[src/rtl/mole_game_pkg.sv]
// Shared types and constants for the mole game datapath: round states,
// default timing/score limits, display-facing widths and the score arithmetic.
package mole_game_pkg;

  localparam int CLK_HZ_DEF    = 1_000_000;
  localparam int GAME_SEC_DEF  = 60;
  localparam int SCORE_MAX_DEF = 999;

  localparam int TIMER_W      = 7;
  localparam int SCORE_W      = 10;
  localparam int SCORE_CALC_W = SCORE_W + 1;

  typedef enum logic [1:0] {
    ST_IDLE = 2'd0,
    ST_RUN  = 2'd1,
    ST_DONE = 2'd2
  } game_state_e;

  // Hit is applied before miss; the floor and the ceiling act only on the combined result.
  function automatic logic [SCORE_W-1:0] score_step(
    input logic [SCORE_W-1:0]      cur,
    input logic                    add_en,
    input logic [SCORE_CALC_W-1:0] add_pts,
    input logic                    sub_en,
    input logic [SCORE_CALC_W-1:0] sub_pts,
    input logic [SCORE_CALC_W-1:0] max_pts
  );
    logic [SCORE_CALC_W-1:0] acc;
    acc = {1'b0, cur};
    if (add_en) begin
      acc = acc + add_pts;
    end else begin
      acc = acc;
    end
    if (sub_en) begin
      acc = (acc >= sub_pts) ? (acc - sub_pts) : {SCORE_CALC_W{1'b0}};
    end else begin
      acc = acc;
    end
    if (acc > max_pts) begin
      acc = max_pts;
    end else begin
      acc = acc;
    end
    return acc[SCORE_W-1:0];
  endfunction

endpackage

[src/rtl/game_timer_score_if.sv]
// Control and status bundle between the game logic and the round controller;
// outputs feed the 7-segment driver directly.
interface game_timer_score_if;
  import mole_game_pkg::*;

  logic               start;
  logic               hit;
  logic               miss;
  logic [TIMER_W-1:0] timer;
  logic               is_timer_running;
  logic [SCORE_W-1:0] score;
  logic               game_over;
  logic               done_pulse;

  modport master (
    output start, hit, miss,
    input  timer, is_timer_running, score, game_over, done_pulse
  );

  modport slave (
    input  start, hit, miss,
    output timer, is_timer_running, score, game_over, done_pulse
  );
endinterface

[src/rtl/game_timer_score_sec_tick_gen.sv]
// One-second prescaler: counts 0..CLK_HZ-1 while enabled and flags the wrap cycle.
module sec_tick_gen
  import mole_game_pkg::*;
#(
  parameter int CLK_HZ = CLK_HZ_DEF
) (
  input  logic clk_1mhz,
  input  logic rst_n,
  input  logic clr,
  input  logic en,
  output logic sec_tick
);

  localparam int CNT_W = (CLK_HZ > 1) ? $clog2(CLK_HZ) : 1;
  localparam logic [CNT_W-1:0] CNT_LAST = CNT_W'(CLK_HZ - 1);

  logic [CNT_W-1:0] cnt_r;

  // Prescaler counter; a clear always restarts a full second.
  always_ff @(posedge clk_1mhz or negedge rst_n) begin
    if (!rst_n) begin
      cnt_r <= {CNT_W{1'b0}};
    end else if (clr) begin
      cnt_r <= {CNT_W{1'b0}};
    end else if (en) begin
      cnt_r <= (cnt_r == CNT_LAST) ? {CNT_W{1'b0}} : (cnt_r + {{(CNT_W-1){1'b0}}, 1'b1});
    end else begin
      cnt_r <= cnt_r;
    end
  end

  assign sec_tick = en & (cnt_r == CNT_LAST);

endmodule

[src/rtl/game_timer_score.sv]
// Round controller: IDLE/RUN/DONE countdown plus saturating score.
// Optional build macro MISS_PENALTY_EN makes miss pulses subtract MISS_POINTS.
module game_timer_score
  import mole_game_pkg::*;
#(
  parameter int CLK_HZ      = CLK_HZ_DEF,
  parameter int GAME_SEC    = GAME_SEC_DEF,
  parameter int SCORE_MAX   = SCORE_MAX_DEF,
  parameter int HIT_POINTS  = 1,
  parameter int MISS_POINTS = 1
) (
  input  logic               clk_1mhz,
  input  logic               rst_n,
  game_timer_score_if.slave  bus
);

  localparam logic [TIMER_W-1:0]      GAME_SEC_T = TIMER_W'(GAME_SEC);
  localparam logic [SCORE_CALC_W-1:0] HIT_PTS    = SCORE_CALC_W'(HIT_POINTS);
  localparam logic [SCORE_CALC_W-1:0] MISS_PTS   = SCORE_CALC_W'(MISS_POINTS);
  localparam logic [SCORE_CALC_W-1:0] SCORE_CAP  = SCORE_CALC_W'(SCORE_MAX);
`ifdef MISS_PENALTY_EN
  localparam logic MISS_EN = 1'b1;
`else
  localparam logic MISS_EN = 1'b0;
`endif

  game_state_e        state_r;
  game_state_e        state_nxt_s;
  logic [TIMER_W-1:0] timer_r;
  logic [TIMER_W-1:0] timer_nxt_s;
  logic [SCORE_W-1:0] score_r;
  logic [SCORE_W-1:0] score_nxt_s;
  logic               running_r;
  logic               over_r;
  logic               done_r;
  logic               done_nxt_s;
  logic               clr_s;
  logic               tick_en_s;
  logic               sec_tick_s;

  assign tick_en_s = (state_r == ST_RUN);

  sec_tick_gen #(
    .CLK_HZ (CLK_HZ)
  ) u_sec_tick_gen (
    .clk_1mhz (clk_1mhz),
    .rst_n    (rst_n),
    .clr      (clr_s),
    .en       (tick_en_s),
    .sec_tick (sec_tick_s)
  );

  // Next-state, countdown and score decisions.
  always_comb begin
    state_nxt_s = state_r;
    timer_nxt_s = timer_r;
    score_nxt_s = score_r;
    done_nxt_s  = 1'b0;
    clr_s       = 1'b0;
    case (state_r)
      ST_IDLE, ST_DONE: begin
        if (bus.start) begin
          state_nxt_s = ST_RUN;
          timer_nxt_s = GAME_SEC_T;
          score_nxt_s = {SCORE_W{1'b0}};
          clr_s       = 1'b1;
        end else begin
          state_nxt_s = state_r;
        end
      end
      ST_RUN: begin
        // A start pulse here is deliberately ignored: rounds never restart mid-run.
        score_nxt_s = score_step(score_r, bus.hit, HIT_PTS,
                                 bus.miss & MISS_EN, MISS_PTS, SCORE_CAP);
        if (sec_tick_s) begin
          timer_nxt_s = timer_r - 7'd1;
          if (timer_r == 7'd1) begin
            state_nxt_s = ST_DONE;
            done_nxt_s  = 1'b1;
          end else begin
            state_nxt_s = ST_RUN;
          end
        end else begin
          timer_nxt_s = timer_r;
        end
      end
      default: begin
        state_nxt_s = ST_IDLE;
        timer_nxt_s = GAME_SEC_T;
        score_nxt_s = {SCORE_W{1'b0}};
      end
    endcase
  end

  // State, datapath and registered status flags.
  always_ff @(posedge clk_1mhz or negedge rst_n) begin
    if (!rst_n) begin
      state_r   <= ST_IDLE;
      timer_r   <= GAME_SEC_T;
      score_r   <= {SCORE_W{1'b0}};
      running_r <= 1'b0;
      over_r    <= 1'b0;
      done_r    <= 1'b0;
    end else begin
      state_r   <= state_nxt_s;
      timer_r   <= timer_nxt_s;
      score_r   <= score_nxt_s;
      running_r <= (state_nxt_s == ST_RUN);
      over_r    <= (state_nxt_s == ST_DONE);
      done_r    <= done_nxt_s;
    end
  end

  assign bus.timer            = timer_r;
  assign bus.score            = score_r;
  assign bus.is_timer_running = running_r;
  assign bus.game_over        = over_r;
  assign bus.done_pulse       = done_r;

endmodule

[src/flat_wrapper.sv]
// flat-port wrapper written by rule: the top's interface ports become plain ports
module game_timer_score_flat import mole_game_pkg::*;
#(
  parameter int CLK_HZ      = CLK_HZ_DEF,
  parameter int GAME_SEC    = GAME_SEC_DEF,
  parameter int SCORE_MAX   = SCORE_MAX_DEF,
  parameter int HIT_POINTS  = 1,
  parameter int MISS_POINTS = 1
)
  (clk_1mhz, rst_n, bus_start, bus_hit, bus_miss, bus_timer, bus_is_timer_running, bus_score, bus_game_over, bus_done_pulse);
  game_timer_score_if bus_i ();
  input  logic clk_1mhz;
  input  logic rst_n;
  input wire logic [$bits(bus_i.start)-1:0] bus_start;
  input wire logic [$bits(bus_i.hit)-1:0] bus_hit;
  input wire logic [$bits(bus_i.miss)-1:0] bus_miss;
  output wire logic [$bits(bus_i.timer)-1:0] bus_timer;
  output wire logic [$bits(bus_i.is_timer_running)-1:0] bus_is_timer_running;
  output wire logic [$bits(bus_i.score)-1:0] bus_score;
  output wire logic [$bits(bus_i.game_over)-1:0] bus_game_over;
  output wire logic [$bits(bus_i.done_pulse)-1:0] bus_done_pulse;
  assign bus_i.start = bus_start;
  assign bus_i.hit = bus_hit;
  assign bus_i.miss = bus_miss;
  assign bus_timer = bus_i.timer;
  assign bus_is_timer_running = bus_i.is_timer_running;
  assign bus_score = bus_i.score;
  assign bus_game_over = bus_i.game_over;
  assign bus_done_pulse = bus_i.done_pulse;
  game_timer_score #(.CLK_HZ(CLK_HZ), .GAME_SEC(GAME_SEC), .SCORE_MAX(SCORE_MAX), .HIT_POINTS(HIT_POINTS), .MISS_POINTS(MISS_POINTS)) u_core (.clk_1mhz(clk_1mhz), .rst_n(rst_n), .bus(bus_i));
endmodule
[config.mk]
export PLATFORM = sky130hd
export DESIGN_NAME = game_timer_score_flat
export DESIGN_NICKNAME = d
export VERILOG_FILES = /design/src/rtl/mole_game_pkg.sv /design/src/rtl/game_timer_score_if.sv /design/src/rtl/game_timer_score_sec_tick_gen.sv /design/src/rtl/game_timer_score.sv /design/src/flat_wrapper.sv
export SDC_FILE = /design/constraint.sdc
export NUM_CORES = 1
export LEC_CHECK = 0
export BUFFER_PORTS_ARGS = -buffer_cell sky130_fd_sc_hd__buf_2
export CAP_MARGIN = 20
export CELL_PAD_IN_SITES_DETAIL_PLACEMENT = 0
export CELL_PAD_IN_SITES_GLOBAL_PLACEMENT = 1
export CORE_MARGIN = 2
export CORE_UTILIZATION = 40
export DETAILED_ROUTE_END_ITERATION = 10
export PLACE_DENSITY_LB_ADDON = 0.1
export SLEW_MARGIN = 10
export SYNTH_ARGS = -nofsm -noshare
export SYNTH_HDL_FRONTEND = slang
export SYNTH_SLANG_ARGS = --single-unit
[constraint.sdc]
create_clock -name clk_1mhz -period 2.8 [get_ports clk_1mhz]
set_clock_uncertainty 0.15 [all_clocks]
set_input_delay 0.56 -clock clk_1mhz [delete_from_list [all_inputs] [get_ports clk_1mhz]]
set_output_delay 0.56 -clock clk_1mhz [all_outputs]
set_load 0.05 [all_outputs]
# ---- Word level (Yosys, flattened, before mapping)
# Cells that the tools add are included.
dict set report word_totals {
  register_bits 42
  input_bits 5
  wordCells 44
}
dict set report classes {
  add_sub_neg 3
  n_lt_le_gt_ge 1
  n_eq_ne 8
  mux 20
  n_bitwise 1
  reduce_logical 4
}
# operator n
set op_table {}
lappend op_table {{$mux 20} 3}
lappend op_table {{$mux 11} 2}
lappend op_table {{$add 20x1->20 const B} 1}
lappend op_table {{$eq 20x20->1 const B} 1}
lappend op_table {{$mux 10} 2}
lappend op_table {{$pmux 10 s2} 1}
lappend op_table {{$mux 7} 2}
lappend op_table {{$pmux 7 s2} 1}
lappend op_table {{$add 10x1->11 const B} 1}
lappend op_table {{$gt 11x10->1 const B} 1}
lappend op_table {{$eq 7x1->1 const B} 1}
lappend op_table {{$sub 7x1->7 const B} 1}
lappend op_table {{$mux 2} 3}
lappend op_table {{$mux 1} 5}
lappend op_table {{$eq 2x1->1 const B} 2}
lappend op_table {{$eq 2x2->1 const B} 2}
lappend op_table {{$pmux 2 s2} 1}
lappend op_table {{$logic_not 2->1} 1}
lappend op_table {{$ne 2x1->1 const B} 1}
lappend op_table {{$ne 2x2->1 const B} 1}
lappend op_table {{$reduce_and 2->1} 1}
lappend op_table {{$reduce_bool 2->1} 1}
lappend op_table {{$reduce_or 2->1} 1}
lappend op_table {{$and 1x1->1} 1}

# ---- Longest topological paths before layout
dict set report logic_depth {
  depth_word 6
  depth_mapped 8
  mapped_depth_nobuf 7
}

# ---- Modules after synthesis
# Synthesis repeated with hierarchy kept, for this count alone.
dict set report unflattened {
  hier_cells 287
  hier_area_um2 2548.7
}
# mod instances cells_each area_each_um2
set by_module_without_submodules {}
lappend by_module_without_submodules {game_timer_score 1 151 1346.3}
lappend by_module_without_submodules {sec_tick_gen 1 136 1202.4}

# ---- Least setup slack after synthesis
# Ideal clock, no wire load.
dict set report synth_timing {
  path_type {register -> register}
  start {register u_core.score_r[0] (netlist: u_core.bus.score[0])}
  end {register u_core.score_r[3] (netlist: u_core.bus.score[3])}
  setup_ns 0.126
  t_arrival_ns 2.072
  required_ns 2.524
  setup_slack_ns 0.452
  path_stages_with_launch 8
  synth_period_minus_slack_ns 2.348
  cell_sequence {dfrtp_1 ha_1 and4_1 o41ai_1 a31o_2 maj3_1 nor3_1 o32a_1}
}
dict set report synth_between {
  elab_chain_len 6
}
# item line
set synth_rtl {}
lappend synth_rtl {{from (decl)} game_timer_score.sv:31} ;# logic [SCORE_W-1:0] score_r;
lappend synth_rtl {{from (signal assigned)} game_timer_score.sv:100} ;# score_r <= {SCORE_W{1'b0}};
lappend synth_rtl {{from (signal assigned)} game_timer_score.sv:107} ;# score_r <= score_nxt_s;
lappend synth_rtl {{$add 10x1->11} mole_game_pkg.sv:31} ;# acc = acc + add_pts;
lappend synth_rtl {{$mux 11 *} mole_game_pkg.sv:30} ;# if (add_en) begin
lappend synth_rtl {{$mux 11 *} game_timer_score.sv:60} ;# case (state_r)
lappend synth_rtl {{$gt 11x10->1} mole_game_pkg.sv:40} ;# if (acc > max_pts) begin
lappend synth_rtl {{$mux 10 *} mole_game_pkg.sv:40}
lappend synth_rtl {{$pmux 10 s2 *} game_timer_score.sv:60}
# Every way passes the cells marked *; elsewhere a longest branch is shown, timed or not. The select of a mux whose other input is x is not followed.
# A chain may end at the register's enable or synchronous reset.

# ---- Final worst setup path
dict set report layout_timing {
  start {register u_core.u_sec_tick_gen.cnt_r[13]}
  end {register u_core.u_sec_tick_gen.cnt_r[12]}
}
dict set report layout_between {
  elab_chain_len 4
}
# item line
set layout_rtl {}
lappend layout_rtl {{from (decl)} game_timer_score_sec_tick_gen.sv:17} ;# logic [CNT_W-1:0] cnt_r;
lappend layout_rtl {{from (signal assigned)} game_timer_score_sec_tick_gen.sv:22} ;# cnt_r <= {CNT_W{1'b0}};
lappend layout_rtl {{from (signal assigned)} game_timer_score_sec_tick_gen.sv:24} ;# cnt_r <= {CNT_W{1'b0}};
lappend layout_rtl {{from (signal assigned)} game_timer_score_sec_tick_gen.sv:26} ;# cnt_r <= (cnt_r == CNT_LAST) ? {CNT_W{1'b0}} : (cnt_r + {{(CNT_W-1){1'b0}}, 1'b1});
lappend layout_rtl {{$eq 20x20->1} game_timer_score_sec_tick_gen.sv:26}
lappend layout_rtl {{$mux 20} game_timer_score_sec_tick_gen.sv:26}
lappend layout_rtl {{$mux 20} game_timer_score_sec_tick_gen.sv:25} ;# end else if (en) begin
lappend layout_rtl {{$mux 20} game_timer_score_sec_tick_gen.sv:23} ;# end else if (clr) begin
# No other way between the ends. The select of a mux whose other input is x is not followed.

==> results.md <==
* Worst-path clk slew at 80 ps
* Status: completed
* Final setup fails at 0
* Register area at 1056 µm²
* Synthesis Warnings at 0
* Setup TNS at 0 ps
* Worst R2R End: u_core.u_sec_tick_gen.cnt_r[12]$_DFFE_PN0P_
* Root buf cell: clkbuf_8
* Max stage delay on crit path at 530 ps
* Final period utilization at 83.75%
* Crit path time final at 2345 ps
* Compound-Gate Fraction of Synth Area at 21.84%
* Setup ws final at 455.1 ps
* Unrepaired setup endpoints after global routing: false
* Startpoint Class: flop
* Die Span Y at 79.78 µm
* Vias per cell at 5.615
* Sequential share of the synthesized area at 45.97%
* Top delay family on crit path: simple AND/OR/NAND/NOR gates
* Post-DR wirelength/cell at 15.27 µm
* FF-to-FF setup slack at 460 ps
* WP data required at 2820 ps
* Residual DRC at 0
* Synth top cells by count: 38 x dfrtp_1, 38 x o21ai_0, 27 x nand2_1
* Syn Inst Count at 258
* Via count at 2010
* CTS resizes at 0
* Worst hold path type: in2async
* Slew margin rel. at 59.81%
* Reported max-cap violation count at 0
* DRT iter0 DRCs at 144
* CTS tree: built
* Register bit total from synthesis at 42
* CP Class: reg2reg
* XOR/XNOR Fraction of Synth Area at 2.288%
* Post-CTS Setup Inserts at 0
* Initial Util at 41.46%
* Peak VDD IR at 0.0003438 V
* Share of layout cells above drive strength 1 at 17.83%
* CP Capture Type: flop
* Area taken by multi-input logic gates at 1177 µm²
* Area delta synth->final at 13.73%
* Setup Slack @ Placement at 468.7 ps
* Synthesized area at 2297 µm²
* Slew Viols, Final at 0
* Fmax at 426.5 MHz
* Worst-case reg-to-reg path depth at 7
* Total GRT Usage at 19.36%
* IO buf count at 23
* CTS sink count at 42
* Die ar. at 6365 µm²
* Ys async rst share at 100.0%
* Cell taking the most area after synthesis: dfrtp_1
* Largest net degree at the start of global routing at 23
* Num ports at 25
* Number of distinct library cells after synthesis at 46
* Synth Area in Adders at 2.614%
* Antenna diodes at 0
* Reg-to-Reg Start: u_core.u_sec_tick_gen.cnt_r[13]$_DFFE_PN0P_
* Number of fill cells at 576
* Worst-path cell chain: or4_4, nor4_4, a21o_1, buf_4, nor2_1, o21ai_0, o41ai_1
* Crit path buf inv count at 1
* Hold_buf cts at 0
* Vias in the first global route at 1950
* Antenna Nets Post-Route at 0
* GRT overflow at 0
* CTS Buf Count at 5
* Clk_lat worst skew at 290 ps
* Core area at 5540 µm²
* Initial antenna violation count at 0
* Synth Flop Type: dfrtp_1
* Mux share of post-synthesis cell area at 0%
* Post-synth top area share at 41.39%
* First-pass GRT wire length at 9694 µm
* Largest family of logic cells by synthesized area: simple AND/OR/NAND/NOR gates
* Pwr Density at 661.9 nW/µm²
* Final hold violation count at 0
* Syn Nets at 267
* Synth area leaders: dfrtp_1 41%, o21ai_0 8.3%, dfstp_2 4.6%, nand2_1 4.4%, nor2_1 3.8%
* Slowest cell on crit path: or4_4
* Critical path arrival at 2370 ps
* Die extent in x at 79.78 µm
* GPL Wtd Cong at 0.7668
* Layout Nets at 294
* Post-DP HPWL at 3698 µm
* Critical Path Fanout Max at 20
* Syn Area/Cell at 8.904 µm²
* Slew @ Worst Pin at 600.6 ps
* Total leakage power at 1.084 nW
* Num rows at 27
* Clock Path Buffers at 2
* H-tree depth at 2
* WL final at 5465 µm
* DR pass1 iterations at 4
* Post-synth EDFFs at 0
* Simple-gate share of the synthesized area at 24.51%
-- worst max-delay path by stage --
stage | start | to | slack [ps] | cells after the start
3_3_place_gp | u_core.u_sec_tick_gen.cnt_r[8]$_DFFE_PN0P_ | u_core.bus.timer[3]$_DFFE_PN1P_ | 480 | 6
5_1_grt | u_core.u_sec_tick_gen.cnt_r[13]$_DFFE_PN0P_ | u_core.u_sec_tick_gen.cnt_r[15]$_DFFE_PN0P_ | 260 | 7
2_1_floorplan | u_core.bus.score[0]$_DFFE_PN0P_ | u_core.bus.score[3]$_DFFE_PN0P_ | 450 | 7
4_1_cts | u_core.u_sec_tick_gen.cnt_r[13]$_DFFE_PN0P_ | u_core.u_sec_tick_gen.cnt_r[13]$_DFFE_PN0P_ | 440 | 7
6_report | u_core.u_sec_tick_gen.cnt_r[13]$_DFFE_PN0P_ | u_core.u_sec_tick_gen.cnt_r[12]$_DFFE_PN0P_ | 460 | 7
3_5_place_dp | u_core.u_sec_tick_gen.cnt_r[13]$_DFFE_PN0P_ | u_core.u_sec_tick_gen.cnt_r[13]$_DFFE_PN0P_ | 470 | 7
-- area by class of cell --
| cell class | instances | share of cell area, % |
|---|---|---|
| clock buffer | 7 | 3.305 |
| clock inverter | 1 | 0.1916 |
| inverter | 4 | 0.5747 |
| multi-input combinational | 200 | 45.07 |
| sequential | 42 | 40.42 |
| tap | 72 | 3.448 |
| timing repair buffer | 32 | 6.992 |
-- power by group --
group	internal [mW]	leakage [nW]	switching [mW]
clock	0.199	0.0482	0.208
combinational	0.151	0.513	0.297
sequential	0.718	0.523	0.156
total	1.07	1.08	0.661
-- metrics by stage --
step	power [mW]	cells	cell area (µm²)	hold slack, ps	util [%]
after floorplan	1.204	258	2297	114.4	-
after global routing	1.858	358	2613	115.6	47.15
final	1.729	358	2613	90.37	47.15
after CTS	1.751	358	2613	104.0	47.15
after detailed placement	1.336	350	2521	337.1	45.51
after global placement	1.330	350	2521	344.2	45.51
-- worst reg2reg max path: cells and delay by family, from the launching register on --
kind                   cells  cell delay (ps)
AOI/OAI and AO/OA          3              430
DFF                        1              460
and+or+nand+nor            3              970
buffers and inverters      1              230
-- routing by layer --
metal  GRT usage (%)  vias to the layer above  part of all wire, %
li1                -                     1011                    -
met1           28.47                      963                   52
met2           29.24                       34                   44
met3           4.072                        2                  3.6
met4           4.576                        0                 0.57
met5               0                        -                    0
-- placed cells by master, fill, tap and decap left out, types with 2 or more instances in the layout --
master / Yosys / final
a21oi_1: 10 / 10
a31oi_1: 5 / 5
buf_4: 0 / 9
or3_1: 2 / 2
and3_1: 6 / 6
nand2b_1: 3 / 3
o21ai_0: 38 / 38
nand3_1: 17 / 17
o31ai_1: 5 / 5
dfrtp_1: 38 / 38
nor3_1: 9 / 9
nor2_1: 23 / 23
o41ai_1: 3 / 3
o211ai_1: 4 / 4
and4_1: 2 / 2
nand4_1: 5 / 5
nand3b_1: 2 / 2
dfstp_2: 4 / 4
nand2_1: 27 / 27
a22o_1: 3 / 3
clkbuf_8: 0 / 6
xor2_1: 5 / 5
nor4_1: 2 / 2
or4_4: 2 / 2
nor2b_1: 2 / 2
a21o_1: 3 / 3
inv_1: 4 / 4
buf_2: 3 / 23
o22ai_1: 2 / 2
ha_1: 4 / 4
-- kinds of logic (layout without fill, tap and decap cells) --
logic type                 count (synthesis)  after routing
buffers and inverters                     16             44
DFF                                       42             42
adders and majority gates                  5              5
AOI/OAI and AO/OA                         81             81
xor gates and xnor gates                   6              6
and+or+nand+nor                          108            108
-- sequential cells by signal, summed over array words and instances (netlist names) --
| signal | cells |
|---|---|
| u_core.bus.done_pulse | 1 |
| u_core.bus.timer | 7 |
| u_core.state_r | 2 |
| u_core.bus.score | 10 |
| u_core.u_sec_tick_gen.cnt_r | 20 |
| u_core.bus.game_over | 1 |
| u_core.bus.is_timer_running | 1 |
Power figures use the tool's default switching activity.
